===== config.mk =====
export PLATFORM = sky130hd
export DESIGN_NAME = bcd_seq_converter
export DESIGN_NICKNAME = d
export VERILOG_FILES = /design/src/rtl/bcd_seq_converter.sv
export SDC_FILE = /design/constraint.sdc
export NUM_CORES = 1
export LEC_CHECK = 0
export BUFFER_PORTS_ARGS = -buffer_cell sky130_fd_sc_hd__buf_4
export CAP_MARGIN = 40
export CORE_MARGIN = 8
export CORE_UTILIZATION = 59
export DETAILED_ROUTE_END_ITERATION = 8
export PLACE_DENSITY = 0.82
export SLEW_MARGIN = 25
export SYNTH_ARGS = -nofsm -noshare
export SYNTH_HDL_FRONTEND = slang
export SYNTH_SLANG_ARGS = --single-unit

===== constraint.sdc =====
create_clock -name clk -period 3.1 [get_ports clk]
set_input_delay 0.155 -clock clk [delete_from_list [all_inputs] [get_ports clk]]
set_output_delay 0.155 -clock clk [all_outputs]
set_load 0.02 [all_outputs]

===== src/rtl/bcd_seq_converter.sv =====
// bcd_seq_converter: sequential double-dabble binary-to-BCD converter with valid/ready handshakes.
// Define BCD_SIGNED_EN to treat binary as two's complement and report the sign separately.
module bcd_seq_converter #(
  parameter int BIN_W  = 16,
  parameter int DIGITS = 5
) (
  input  logic                  clk,
  input  logic                  rst_n,
  input  logic                  in_valid,
  output logic                  in_ready,
  input  logic [BIN_W-1:0]      binary,
  output logic                  out_valid,
  input  logic                  out_ready,
  output logic [4*DIGITS-1:0]   bcd,
  output logic                  sign,
  output logic                  ovf
);
  localparam int CW = $clog2(BIN_W + 1);
  typedef enum logic [1:0] {IDLE, SHIFT, DONE} state_t;
  state_t state_q, state_d;
  logic [CW-1:0] cnt_q, cnt_d;
  logic [BIN_W-1:0] sh_q, sh_d, sh_n, mag;
  logic [4*DIGITS-1:0] dig_q, dig_d, dig_n, adj, bcd_q, bcd_d;
  logic ovw_q, ovw_d, sgw_q, sgw_d, sign_q, sign_d, ovf_q, ovf_d, sgn, top;
`ifdef BCD_SIGNED_EN
  assign sgn = binary[BIN_W-1];
  assign mag = sgn ? BIN_W'(0) - binary : binary;
`else
  assign sgn = 1'b0;
  assign mag = binary;
`endif
  always_comb begin
    adj = dig_q;
    for (int k = 0; k < DIGITS; k++)
      adj[4*k+:4] = dig_q[4*k+:4] >= 4'd5 ? dig_q[4*k+:4] + 4'd3 : dig_q[4*k+:4];
  end
  // top is the bit pushed out of the most significant digit: any 1 there means overflow
  assign {top, dig_n, sh_n} = {adj, sh_q, 1'b0};
  always_comb begin
    state_d = state_q;
    cnt_d   = cnt_q;
    sh_d    = sh_q;
    dig_d   = dig_q;
    ovw_d   = ovw_q;
    sgw_d   = sgw_q;
    bcd_d   = bcd_q;
    sign_d  = sign_q;
    ovf_d   = ovf_q;
    case (state_q)
      IDLE: if (in_valid) begin
        state_d = SHIFT;
        sh_d    = mag;
        dig_d   = '0;
        ovw_d   = 1'b0;
        sgw_d   = sgn;
        cnt_d   = CW'(BIN_W);
      end
      SHIFT: if (cnt_q == '0) begin
        state_d = DONE;
        bcd_d   = dig_q;
        ovf_d   = ovw_q;
        sign_d  = sgw_q;
      end else begin
        dig_d = dig_n;
        sh_d  = sh_n;
        ovw_d = ovw_q | top;
        cnt_d = cnt_q - CW'(1);
      end
      DONE: if (out_ready) state_d = IDLE;
      default: state_d = IDLE;
    endcase
  end
  always_ff @(posedge clk or negedge rst_n) begin
    if (!rst_n) begin
      state_q <= IDLE;
      cnt_q   <= '0;
      sh_q    <= '0;
      dig_q   <= '0;
      ovw_q   <= 1'b0;
      sgw_q   <= 1'b0;
      bcd_q   <= '0;
      sign_q  <= 1'b0;
      ovf_q   <= 1'b0;
    end else begin
      state_q <= state_d;
      cnt_q   <= cnt_d;
      sh_q    <= sh_d;
      dig_q   <= dig_d;
      ovw_q   <= ovw_d;
      sgw_q   <= sgw_d;
      bcd_q   <= bcd_d;
      sign_q  <= sign_d;
      ovf_q   <= ovf_d;
    end
  end
  assign in_ready  = state_q == IDLE;
  assign out_valid = state_q == DONE;
  assign bcd       = bcd_q;
  assign sign      = sign_q;
  assign ovf       = ovf_q;
endmodule


# ---- Word-level counts from Yosys, hierarchy flattened
# Cells that the tools add are included.
dict set report totals {
  reg_bits 65
  input_bits 20
  word_cells 52
  out_inout_bits 24
}
dict set report op_classes {
  eq_ne 6
  reduce_logical 6
  mux 21
  add_sub_neg 6
  n_bitwise 1
  order_cmp 5
}
# cell count
set op_table {}
lappend op_table {{2-to-1 mux 20 bit} 2}
lappend op_table {{one-hot mux 20 bit (2 select lines)} 1}
lappend op_table {{2-to-1 mux 16 bit} 2}
lappend op_table {{one-hot mux 16 bit (2 select lines)} 1}
lappend op_table {{adder 4 x 2 -> 4 bit (second input constant)} 5}
lappend op_table {{greater-or-equal comparator 4 x 3 -> 1 bit (second input constant)} 5}
lappend op_table {{2-to-1 mux 4 bit} 5}
lappend op_table {{2-to-1 mux 5 bit} 2}
lappend op_table {{one-hot mux 5 bit (2 select lines)} 1}
lappend op_table {{2-to-1 mux 2 bit} 3}
lappend op_table {{!= test 2 bit (second input constant)} 3}
lappend op_table {{one-hot mux 2 bit (3 select lines)} 1}
lappend op_table {{AND reduction 3 bit} 2}
lappend op_table {{zero test 5 bit} 1}
lappend op_table {{subtractor 5 x 1 -> 5 bit (second input constant)} 1}
lappend op_table {{== test 2 x 1 -> 1 bit (second input constant)} 1}
lappend op_table {{== test 2 bit (second input constant)} 1}
lappend op_table {{zero test 2 bit} 1}
lappend op_table {{2-to-1 mux 1 bit} 2}
lappend op_table {{!= test 2 x 1 -> 1 bit (second input constant)} 1}
lappend op_table {{one-hot mux 1 bit (2 select lines)} 1}
lappend op_table {{AND reduction 2 bit} 1}
lappend op_table {{nonzero test 2 bit} 1}
lappend op_table {{bitwise OR 1 bit} 1}

# ---- Logic depth before layout (Yosys ltp)
dict set report depth {
  ltp_word 5
  mapped_depth 8
  ltp_nobuf 6
}

# ---- Worst setup path before layout
# OpenSTA, ideal clock, no wires.
dict set report synth_path {
  path_type {flip-flop to flip-flop}
  from {register cnt_q[0]}
  to {register bcd_q[10], in the netlist bcd[10]}
  setup_ns 0.125
  stages_incl_launch_ff 8
  path_buffers 2
  arrival_time_ns 1.826
  slack_ns 1.149
  required_ns 2.975
  synth_period_minus_slack_ns 1.951
  path_cell_list {dfrtp_1 inv_1 ha_1 or3b_1 or3_1 buf_2 buf_6 mux2_4}
}
dict set report synth_between {
  elab_chain_len 2
}
# element line
set synth_lines {}
lappend synth_lines {{start, declared} 21} ;# logic [CW-1:0] cnt_q, cnt_d;
lappend synth_lines {{start signal, assigned} 86} ;# cnt_q <= cnt_d;
lappend synth_lines {{zero test 5 bit} 58} ;# SHIFT: if (cnt_q == '0) begin
lappend synth_lines {{AND reduction 2 bit (no line)} --}
lappend synth_lines {{end signal, assigned} 81} ;# bcd_q <= '0;
lappend synth_lines {{end signal, assigned} 91} ;# bcd_q <= bcd_d;
lappend synth_lines {{end, declared} 23} ;# logic [4*DIGITS-1:0] dig_q, dig_d, dig_n, adj, bcd_q, bcd_d;
# Every way passes these cells.
# A chain may end at the register's enable or synchronous reset.

# ---- Worst setup path in the final report
dict set report layout_path {
  from {register cnt_q[0]}
  to {register bcd_q[14], in the netlist bcd[14]}
}
# The elaborated chain is that of the path after synthesis.

==> impl_metrics.tcl <==
set metrics [dict create \
    outcome "complete, no violations" \
    final_util_pct 72.3 \
    htree_num_levels 3 \
    routed_wl_um 6310 \
    endpoint_kind "flop" \
    track_usage_pct 17.9 \
    setup_viol 0 \
    die_x_um 88.1 \
    rows 26 \
    ir_worst_vdd_v 0.000596 \
    grt_pass1_wl_um 10900 \
    area_growth_pct 19.7 \
    core_um2 5070 \
    grt_overflow_total 0 \
    crit_required_ns 3.32 \
    io_buffer_count 42 \
    synthDistinctLibCells 34 \
    holdPathEnd "state_q[1]" \
    dr.pass1.iters 4 \
    grt_max_degree 66 \
    drive_gt1_share_pct 22.9 \
    rr_worst_depth 6 \
    dieArea_um2 7760 \
    nNetsFinal 376 \
    rsz0062_at_grt "no" \
    cts_setup_buffers 0 \
    grt_pass1_vias 2285 \
    cts_sinks 65 \
    period_needed_ns 2.40 \
    vias_per_cell 5.50 \
    ios 44 \
    cts_buffers 9 \
    clock_path_buffers 2 \
    syn_area_per_cell_um2 10.1 \
    antenna_found_initial 0 \
    max_cap_viol_count 0 \
    synth_area_um2 3060 \
    power.leakage_nw 1.76 \
    worstPathArrival_ns 2.62 \
    cts_tree "done" \
    worstHoldPathType "in2reg" \
    drc 0 \
    clkTransAtPathRegs_ns 0.07 \
    r2r_end "bcd[14]" \
    fin_crit_sh_pct 77.5 \
    start_util_pct 60.4 \
    synth_nets 334 \
    hold_viol 0 \
    synth_cells 303 \
    ctsRootBufferMaster "clkbuf_8" \
    ctsResizeCount 0 \
    worst_pin_slew_ns 0.701 \
    r2r_setup_slack_ns 0.70 \
    diodes 0 \
    yosysSeqAreaShare_pct 53.1 \
    drtIter0Drc 123 \
    worstHoldStart "out_ready" \
    clock_latency_ns 0.34 \
    ys_warn_count 0 \
    max-slew-margin-rel_pct 53.1 \
    antenna_left 0 \
    synth.ff_latch_count 65 \
    finalSetupTns_ns 0 \
    report.final.slew_viol_count 0 \
    drt-wirelength-per-cell_um 15.0 \
    fmax_ghz 0.416 \
    die_h_um 88.1 \
    hold_buffers 1 \
    dp_hpwl_um 4140 \
    gp_congestion 0.763 \
    worstSetupPathType "reg2reg" \
    start_kind "flop" \
    reg2reg_from "cnt_q[0]" \
    hold_depth 2 \
    vias 2309 \
    clock_skew_ns 0.00592 \
    powerDensity_nw_per_um2 1130 \
    cp_max_fo 17 \
]
worst max path at each step:
stage / slack (ns) / end / start
final: 0.70 / bcd[14] / cnt_q[0]
after global routing: 0.57 / bcd[19] / cnt_q[0]
after CTS: 0.70 / bcd[14] / cnt_q[0]
after detailed placement: 0.71 / bcd[14] / cnt_q[0]
after global placement: 0.81 / bcd[14] / cnt_q[0]
after floorplan: 1.15 / bcd[10] / cnt_q[0]
layout by cell type (no fill, tap or decap), types with 2 or more instances in the layout:
cell       n
a21oi_1    9
mux2_2     5
nand3_1   18
xnor2_1    5
clkbuf_8  13
buf_4     46
a32o_1     5
mux2_1     2
nor2_1    16
clkinv_2   2
o31ai_1    6
o21ai_1    4
mux2_4     9
o21ai_0   30
mux2i_1    2
a31oi_1   14
dfrtp_1   65
nand2b_1   7
o21ai_2    2
nor3b_1    5
ha_1      11
inv_1     13
nand2_1   47
cells in the mapped netlist:
| master | count | area share (%) |
|---|---|---|
| a21o_1 | 1 | 0.25 |
| a21oi_1 | 9 | 1.5 |
| a22oi_1 | 1 | 0.25 |
| a31oi_1 | 14 | 2.9 |
| a32o_1 | 5 | 1.6 |
| and2_1 | 1 | 0.20 |
| buf_2 | 4 | 0.65 |
| buf_4 | 1 | 0.25 |
| buf_6 | 1 | 0.37 |
| clkbuf_1 | 12 | 1.5 |
| conb_1 | 1 | 0.12 |
| dfrtp_1 | 65 | 53 |
| ha_1 | 11 | 4.5 |
| inv_1 | 13 | 1.6 |
| mux2_1 | 2 | 0.73 |
| mux2_2 | 5 | 1.8 |
| mux2_4 | 9 | 4.4 |
| mux2i_1 | 2 | 0.65 |
| nand2_1 | 47 | 5.8 |
| nand2b_1 | 7 | 1.4 |
| nand3_1 | 18 | 2.9 |
| nor2_1 | 16 | 2.0 |
| nor2b_1 | 1 | 0.20 |
| nor3b_1 | 5 | 1.2 |
| nor4_1 | 1 | 0.20 |
| nor4b_1 | 1 | 0.29 |
| o21ai_0 | 30 | 4.9 |
| o21ai_1 | 5 | 0.82 |
| o21ai_2 | 1 | 0.29 |
| o31ai_1 | 6 | 1.5 |
| or3_1 | 1 | 0.20 |
| or3b_1 | 1 | 0.29 |
| or3b_2 | 1 | 0.29 |
| xnor2_1 | 5 | 1.4 |
sequential cells by signal, indices dropped and copies added, names as in the netlist:
| signal | count |
|---|---|
| state_q | 2 |
| bcd | 20 |
| dig_q | 20 |
| ovw_q | 1 |
| sh_q | 16 |
| ovf | 1 |
| cnt_q | 5 |
through the flow:
step           instances  total power (W)  worst slack [ns]  instance area [um2]  hold slack, ns
4_1_cts              419          0.00418             0.696                 3640         0.00739
6_report             420          0.00415             0.698                 3670          0.0107
3_3_place_gp         402          0.00338             0.805                 3440           0.293
2_1_floorplan        303          0.00288              1.15                 3060          -0.141
3_5_place_dp         402          0.00347             0.713                 3440           0.299
5_1_grt              420          0.00449             0.570                 3670          0.0242
power by group:
| part | leakage [nW] | switching [W] | internal [W] |
|---|---|---|---|
| clock network | 0.102 | 0.000309 | 0.000376 |
| logic | 0.843 | 0.00107 | 0.000856 |
| registers | 0.810 | 0.000296 | 0.00125 |
per-layer routing:
layer  vias up  track usage (%)  part of all wire, %
li1       1129                -                    -
met2        51             28.6                   49
met5         -                0                    0
met3        13             3.28                  4.2
met1      1116             22.7                   45
met4         0             9.22                  2.2
cells by family after synthesis:
logic type               share of synthesized area [%]
XOR/XNOR                                          1.43
multiplexers                                      7.64
adder cells (fa/ha/maj)                           4.49
AND/OR/NAND/NOR                                   15.0
other                                            0.122
AO/OA/AOI/OAI                                     13.9
flip-flops                                        53.1
buffers and inverters                             4.33
final cells by class:
class / count / area [um2]
Clock inverter: 2 / 10.0
Multi-Input combinational cell: 207 / 1310
Inverter: 13 / 48.8
Sequential cell: 65 / 1630
Fill cell: 387 / 1410
Timing Repair Buffer: 49 / 403
Clock buffer: 14 / 183
Tap cell: 70 / 87.6
critical path, stage by stage, from the launching register on:
cell and delay [ns]:
dfrtp_1 0.40, inv_1 0.07, ha_1 0.17, or3b_1 0.41, or3_1 0.60, buf_4 0.33, mux2_4 0.31
No activity file was read; power rests on OpenSTA's default activity.
